### config.mk
export PLATFORM = sky130hd
export DESIGN_NAME = pipe_skid_reg
export DESIGN_NICKNAME = d
export VERILOG_FILES = /design/src/rtl/pipe_pkg.sv /design/src/rtl/sat_counter.sv /design/src/rtl/pipe_skid_reg.sv
export SDC_FILE = /design/constraint.sdc
export NUM_CORES = 1
export LEC_CHECK = 0
export ABC_AREA = 1
export CAP_MARGIN = 20
export CORE_UTILIZATION = 31
export CTS_BUF_LIST = sky130_fd_sc_hd__clkbuf_2
export DETAILED_ROUTE_END_ITERATION = 12
export PLACE_DENSITY = 0.64
export SETUP_SLACK_MARGIN = 0.5
export SLEW_MARGIN = 20
export SYNTH_ARGS = -nofsm -noshare
export SYNTH_HDL_FRONTEND = slang
export SYNTH_SLANG_ARGS = --single-unit
### constraint.sdc
create_clock -name clk -period 1.44 [get_ports clk]
set_input_delay 0.288 -clock clk [delete_from_list [all_inputs] [get_ports clk]]
set_output_delay 0.288 -clock clk [all_outputs]
set_load 0.01 [all_outputs]
### src/rtl/pipe_pkg.sv
// ---------------------------------------------------------------------------
// pipe_pkg
// Shared definitions for the pipeline inter-stage registers.
//   occ_e        : occupancy of a skid register (EMPTY / ONE / TWO beats held)
//   *_W_DEF      : default payload and counter widths used by pipe_skid_reg
// ---------------------------------------------------------------------------
package pipe_pkg;

    typedef enum logic [1:0] {
        OCC_EMPTY = 2'd0,
        OCC_ONE   = 2'd1,
        OCC_TWO   = 2'd2
    } occ_e;

    localparam int DATA_W_DEF = 96;
    localparam int CTRL_W_DEF = 20;
    localparam int CNT_W_DEF  = 16;

endpackage

### src/rtl/sat_counter.sv
// ---------------------------------------------------------------------------
// sat_counter
// Up-counter that sticks at all-ones instead of wrapping.
//   clk   : clock, state updates on posedge
//   rst   : asynchronous active-low reset, clears the count
//   clr   : synchronous clear, wins over inc
//   inc   : count this cycle
//   cnt   : current count
// ---------------------------------------------------------------------------
module sat_counter #(
    parameter int W = 16
) (
    input  logic         clk,
    input  logic         rst,
    input  logic         clr,
    input  logic         inc,
    output logic [W-1:0] cnt
);

    logic [W-1:0] cnt_q;
    logic [W-1:0] cnt_d;

    always_comb begin
        cnt_d = cnt_q;
        if (clr) begin
            cnt_d = '0;
        end else if (inc && (cnt_q != {W{1'b1}})) begin
            cnt_d = cnt_q + {{(W-1){1'b0}}, 1'b1};
        end
    end

    always_ff @(posedge clk or negedge rst) begin
        if (!rst) begin
            cnt_q <= '0;
        end else begin
            cnt_q <= cnt_d;
        end
    end

    assign cnt = cnt_q;

endmodule

### src/rtl/pipe_skid_reg.sv
// ---------------------------------------------------------------------------
// pipe_skid_reg
// Valid/ready inter-stage pipeline register with one skid entry, so that
// in_ready is a flop and never depends combinationally on out_ready.
// Used for every stage boundary (IF/ID, ID/EX, EX/MEM, MEM/WB); the stage's
// control fields are concatenated onto in_ctrl.
//   clk, rst             : clock, asynchronous active-low reset
//   in_valid/in_ready    : upstream handshake (in_ready registered)
//   in_data/in_ctrl      : upstream datapath / control payload
//   flush                : drop every held and incoming beat
//   out_valid/out_ready  : downstream handshake
//   out_data/out_ctrl    : presented payload (out_ctrl zero when not valid)
//   cnt_clr              : synchronous clear of both performance counters
//   stall_cnt            : cycles with out_valid=1, out_ready=0 (saturating)
//   bubble_cnt           : cycles with out_valid=0, out_ready=1 (saturating)
// ---------------------------------------------------------------------------
module pipe_skid_reg
    import pipe_pkg::*;
#(
    parameter int DATA_W = DATA_W_DEF,
    parameter int CTRL_W = CTRL_W_DEF,
    parameter int CNT_W  = CNT_W_DEF
) (
    input  logic              clk,
    input  logic              rst,
    input  logic              in_valid,
    output logic              in_ready,
    input  logic [DATA_W-1:0] in_data,
    input  logic [CTRL_W-1:0] in_ctrl,
    input  logic              flush,
    output logic              out_valid,
    input  logic              out_ready,
    output logic [DATA_W-1:0] out_data,
    output logic [CTRL_W-1:0] out_ctrl,
    input  logic              cnt_clr,
    output logic [CNT_W-1:0]  stall_cnt,
    output logic [CNT_W-1:0]  bubble_cnt
);

    occ_e              state_q, state_d;
    logic              in_ready_q, in_ready_d;
    logic [DATA_W-1:0] main_data_q, main_data_d;
    logic [CTRL_W-1:0] main_ctrl_q, main_ctrl_d;
    logic [DATA_W-1:0] skid_data_q, skid_data_d;
    logic [CTRL_W-1:0] skid_ctrl_q, skid_ctrl_d;

    logic out_valid_w;
    logic in_fire;
    logic out_fire;

    assign out_valid_w = (state_q != OCC_EMPTY);
    assign in_fire     = in_valid && in_ready_q;
    assign out_fire    = out_valid_w && out_ready;

    always_comb begin
        state_d     = state_q;
        main_data_d = main_data_q;
        main_ctrl_d = main_ctrl_q;
        skid_data_d = skid_data_q;
        skid_ctrl_d = skid_ctrl_q;

        case (state_q)
            OCC_EMPTY: begin
                if (in_fire) begin
                    main_data_d = in_data;
                    main_ctrl_d = in_ctrl;
                    state_d     = OCC_ONE;
                end
            end
            OCC_ONE: begin
                if (in_fire && out_fire) begin
                    // Main drains while the new beat replaces it.
                    main_data_d = in_data;
                    main_ctrl_d = in_ctrl;
                end else if (in_fire) begin
                    // Downstream stalled: park the new beat in the skid slot.
                    skid_data_d = in_data;
                    skid_ctrl_d = in_ctrl;
                    state_d     = OCC_TWO;
                end else if (out_fire) begin
                    state_d = OCC_EMPTY;
                end
            end
            OCC_TWO: begin
                // in_ready is low here, so only the drain case matters.
                if (out_fire) begin
                    main_data_d = skid_data_q;
                    main_ctrl_d = skid_ctrl_q;
                    state_d     = OCC_ONE;
                end
            end
            default: begin
                state_d = OCC_EMPTY;
            end
        endcase

        // Data registers may keep stale contents; state alone kills the beats.
        if (flush) begin
            state_d = OCC_EMPTY;
        end

        // Ready next cycle whenever the skid slot will be free.
        in_ready_d = (state_d != OCC_TWO);
    end

    always_ff @(posedge clk or negedge rst) begin
        if (!rst) begin
            state_q     <= OCC_EMPTY;
            in_ready_q  <= 1'b0;
            main_data_q <= '0;
            main_ctrl_q <= '0;
            skid_data_q <= '0;
            skid_ctrl_q <= '0;
        end else begin
            state_q     <= state_d;
            in_ready_q  <= in_ready_d;
            main_data_q <= main_data_d;
            main_ctrl_q <= main_ctrl_d;
            skid_data_q <= skid_data_d;
            skid_ctrl_q <= skid_ctrl_d;
        end
    end

    assign in_ready  = in_ready_q;
    assign out_valid = out_valid_w;
    assign out_data  = main_data_q;
    // Bubble insertion: control reads zero whenever nothing is presented.
    assign out_ctrl  = out_valid_w ? main_ctrl_q : '0;

    sat_counter #(.W(CNT_W)) u_stall_cnt (
        .clk (clk),
        .rst (rst),
        .clr (cnt_clr),
        .inc (out_valid_w && !out_ready),
        .cnt (stall_cnt)
    );

    sat_counter #(.W(CNT_W)) u_bubble_cnt (
        .clk (clk),
        .rst (rst),
        .clr (cnt_clr),
        .inc (!out_valid_w && out_ready),
        .cnt (bubble_cnt)
    );

endmodule

# Word level (Yosys, flattened, before mapping)
# Cells that the tools add are included.
# totals
ff_bits	267
inputBits	122
out_inout_bits	150
word_cells	55
# classes
add_sub_neg	2
n_eq_ne	8
mux	20
n_bitwise	1
n_reduce_logical	16
# op_table
operator	count
2-to-1 mux 96 bit	3
case mux 96 bit (3 select lines)	1
2-to-1 mux 20 bit	4
2-to-1 mux 16 bit	4
case mux 20 bit (3 select lines)	1
adder 16 x 1 -> 16 bit (second input constant)	2
!= test 16 bit (second input constant)	2
2-to-1 mux 2 bit	6
!= test 2 bit (second input constant)	4
logical AND 1 bit	7
case mux 2 bit (3 select lines)	1
nonzero test 2 bit	3
AND reduction 4 bit	1
AND reduction 3 bit	1
nonzero test 3 bit	1
equality test 2 x 1 -> 1 bit (second input constant)	1
equality test 2 bit (second input constant)	1
zero test 1 bit	2
zero test 2 bit	1
inverter 1 bit	1

# Depth between registers and ports, before layout
# depth
depth_word	8
depth_mapped	10
depth_no_buf	9

# Hierarchy
# A second synthesis with hierarchy kept.
# unflattened
hier_cells	1734
hier_area_um2	12928.6
# by_module_without_submodules
mod	instances	cells_per_inst	area_per_inst_um2	seq_area_each_um2
pipe_skid_reg	1	1446	10854.2	5880.6
sat_counter	2	144	1037.2	400.4

# Worst setup path before layout
# Ideal clock, no wire load.
# synth_timing
path_kind	flip-flop to flip-flop
startpoint	register u_stall_cnt.cnt_q[0], in the netlist u_stall_cnt.cnt[0]
endpoint	register u_stall_cnt.cnt_q[12], in the netlist u_stall_cnt.cnt[12]
setup_ns	0.066
t_arrival_ns	1.512
required_ns	1.374
setup_slack_ns	-0.138
stages_incl_launch_ff	11
n_path_buf	1
period_less_slack_ns	1.578
path_cell_list	dfrtp_1 ha_1 nand3_1 inv_1 nand2_1 nor2_2 nor2_4 nor2_4 buf_4 nand2_1 nand2_1
# synth_via
elab_chain_cells	3
word_cells_on_any_way	6
classes_between	1 x add/sub; 1 x eq/ne; 2 x mux; 2 x reduce/logical
# synth_lines
item	line	rtl
from (decl)	sat_counter.sv:20	logic [W-1:0] cnt_q;
from (signal assigned)	sat_counter.sv:36	cnt_q <= cnt_d;
adder 16 x 1 -> 16 bit / != test 16 bit (equally long branches)	sat_counter.sv:28, sat_counter.sv:27	
2-to-1 mux 16 bit / logical AND 1 bit (equally long branches)	sat_counter.sv:27	end else if (inc && (cnt_q != {W{1'b1}})) begin
2-to-1 mux 16 bit / nonzero test 2 bit (equally long branches)	--	
# Several ways; a longest one is shown, not always the timed one. The select of a mux whose other input is x is not followed.
# A chain may end at the register's enable or synchronous reset.

# Final worst setup path
# layout_timing
startpoint	register state_q[0]
endpoint	output out_ctrl[12]
# layout_via
elab_chain_cells	2
# layout_lines
item	line	rtl
from (decl)	pipe_skid_reg.sv:40	occ_e state_q, state_d;
from (signal assigned)	pipe_skid_reg.sv:115	state_q <= state_d;
nonzero test 2 bit	pipe_skid_reg.sv:51	assign out_valid_w = (state_q != OCC_EMPTY);
2-to-1 mux 20 bit	pipe_skid_reg.sv:128	assign out_ctrl = out_valid_w ? main_ctrl_q : '0;
to (decl)	pipe_skid_reg.sv:34	output logic [CTRL_W-1:0] out_ctrl,
# No other way between the ends.

==> flow_metrics.tcl <==
set metrics [dict create \
    status "complete, but fails checks" \
    violations "hold timing, setup timing" \
    syn-mean-instance-area_sq_um 9.41 \
    io_buffer_count 271 \
    max-cap-violations 0 \
    ir_drop_mv 0.662 \
    cp.required_ps 1150 \
    final_cells 2513 \
    ctsHoldBuffers 119 \
    worst_slew_pin_slew_ps 508 \
    tritoncts "done" \
    firstDrtPassIters 5 \
    fmax_ghz 0.427 \
    layout_common_cells "339 x nand2_1, 263 x dfrtp_1, 182 x buf_4" \
    hold_slack_ps -93.2 \
    antenna_found_initial 2 \
    grt_pass1_wl_mm 59.5 \
    ant_nets 0 \
    worstSkewPairLatency_ps 930 \
    leakage_uw 0.00969 \
    drc_errors 0 \
    start_kind "flop" \
    drt-wirelength-per-cell_um 16.8 \
    dp_cells 2087 \
    crit_family "buffers and inverters" \
    cp_num_buf_inv 4 \
    post-dp-hpwl_mm 23.0 \
    die_width_um 197 \
    place_ws_ps -505 \
    initial_core_util_pct 31.4 \
    yosys.area_share.simple_pct 19.5 \
    async_reset_ff_share_pct 100 \
    numCtsBuffers 75 \
    rsz0062_at_grt "true" \
    track_usage_pct 19.4 \
    rows 71 \
    die-area_sq_um 38900 \
    power_density_nw_per_um2 1040 \
    drt_iter0_drc 617 \
    grt_pass1_vias 11600 \
    post-route-min-period_ps 2340 \
    cpMostUsedCell "nor2_4" \
    slowest_delay_ps 420 \
    grt_max_degree 51 \
    path_max_fanout 5 \
    hold_violations 31 \
    end_kind "primary output" \
    syn_area_sq_um 11800 \
    gr-total-overflow 0 \
    area_growth_pct 77.9 \
    gp_congestion 0.862 \
    fin_nets 2074 \
    path_clk_slew_ps 110 \
    synth-xor-area-share_pct 0.519 \
    synth-compound-area-share_pct 8.62 \
    cp.arrival_ps 2050 \
    yosys_register_bits 267 \
    synth_nets 1380 \
    cts_root_buf "clkbuf_2" \
    synthMuxAreaShare_pct 9.15 \
    drive_gt1_share_pct 40.8 \
    fin_skew_ps 48.5 \
    routed-via-count 11900 \
    holdCritPathClass "primary input to async pin" \
    synth_warnings 0 \
    synth_top_family_by_area "simple AND/OR/NAND/NOR gates" \
    yosys.area_share.adder_pct 0.212 \
    dieHeight_um 197 \
    slew_headroom_pct 66.1 \
    drv_slew 0 \
    final_common_cell "nand2_1" \
    htreeDepth 3 \
    finalCritPeriodShare_pct 163 \
    crit_chain "nor2_4 > buf_4 > buf_12 > buf_6 > nor2_4 > buf_2" \
    yosysSeqAreaShare_pct 56.5 \
    syn_inst 1256 \
    yosys.cell_types.count 27 \
    crit_type "flop to primary output" \
    synth_edf_count 0 \
    setup_ws_ps -903 \
    crit_slowest_cell "dfrtp_1" \
    design.core.area_sq_um 37600 \
    ioPinCount 272 \
    cts_buffer_depth 3 \
    synth-main-ff-cell "dfrtp_1" \
    viasPerCell 4.75 \
    cts.sinks 267 \
    setup_violations 417 \
    postRouteWirelength_mm 42.3 \
]
[metal layers]
layer / share of wire (%) / GRT usage, % / up-vias
met3: 5.6 / 4.68 / 116
met4: 3.9 / 9.53 / 0
met2: 52 / 32.8 / 395
met1: 39 / 23.0 / 5819
li1: - / - / 5603
met5: 0 / 0 / -
[layout make-up]
| type | instances | area (sq um) |
|---|---|---|
| multi-input cells | 848 | 5550 |
| clock buffers | 109 | 546 |
| fillers | 3141 | 16600 |
| repair inverters | 3 | 61.3 |
| repair buffers | 686 | 7120 |
| well taps | 511 | 639 |
| flip-flops and latches | 267 | 6690 |
| clock inverters | 18 | 130 |
| diodes | 2 | 5.00 |
| inverters | 69 | 289 |
[cells in the mapped netlist (5+ instances only)]
cell / number / area, sq um
nand3_1: 19 / 95.1
buf_4: 18 / 135
buf_2: 26 / 130
nand4_1: 27 / 169
mux2_2: 96 / 1080
nand2_1: 351 / 1320
nor2_2: 6 / 37.5
nor2_1: 160 / 601
xor2_1: 7 / 61.3
a31oi_1: 96 / 601
or2_2: 5 / 31.3
clkbuf_1: 28 / 105
o21bai_1: 5 / 37.5
dfrtp_1: 267 / 6680
o21ai_1: 21 / 105
inv_1: 65 / 244
o211ai_1: 20 / 150
o21ai_0: 24 / 120
[worst register-to-register path: stages (launching register included)]
cell	delay (ps)
dfrtp_1	410
nor2_4	70
buf_4	130
buf_6	110
buf_4	130
nor2_4	110
inv_4	60
nand2_8	210
clkinv_16	150
buf_6	160
buf_16	140
nor2_1	120
a31oi_1	70
[power breakdown]
part	switching (uW)	internal [uW]	total [uW]
clock network	3330	2370	5700
logic	2700	3580	6270
registers	861	8990	9850
[sequential cells by signal (all words and copies together), names as in the netlist]
signal,flops
out_data,96
skid_data_q,96
main_ctrl_q,20
skid_ctrl_q,20
u_bubble_cnt.cnt,16
u_stall_cnt.cnt,16
state_q,2
in_ready,1
[path summary, 6_finish.rpt]
path                                                     to  slack (ps)  cells past startpoint                         from
worst max register to register     out_data[24]$_DFFE_PN0P_        -580                     12         state_q[0]$_DFF_PN0_
worst min register to register     out_data[10]$_DFFE_PN0P_         500                      2  skid_data_q[10]$_DFFE_PN0P_
max in group asynchronous        skid_ctrl_q[5]$_DFFE_PN0P_         940                      3                          rst
min in group clk                       state_q[0]$_DFF_PN0_         300                      5                     in_valid
worst min-delay path            skid_data_q[80]$_DFFE_PN0P_         -90                      2                          rst
worst max-delay path                           out_ctrl[12]        -900                      6         state_q[0]$_DFF_PN0_
[metrics by stage]
stage | power (uW) | TNS, ps | cell area, sq um | util, %
after floorplan | 12000 | -1060 | 12200 | -
after global placement | 14100 | -120800 | 16200 | 43.2
after detailed placement | 14300 | -119020 | 16200 | 43.2
after CTS | 20800 | -162470 | 19200 | 51.1
after global routing | 23100 | -193820 | 21000 | 55.9
final | 21800 | -146940 | 21000 | 55.9
[what timing repair did]
| action | in CTS | in global routing |
|---|---|---|
| cloned | 10 | 20 |
| setup endpoints to repair | 417 | 417 |
| setup buffers | 100 | 48 |
| endpoints found under the hold margin | 491 | 31 |
| resized for setup | 776 | 176 |
| pin swaps | 3 | 6 |
[kinds of logic after synthesis]
logic type                 Yosys count
buffers and inverters              142
DFF                                267
adders and majority gates            2
AOI/OAI and AO/OA                  167
xor gates and xnor gates             7
and+or+nand+nor                    575
muxes                               96
Power figures use the tool's default switching activity.
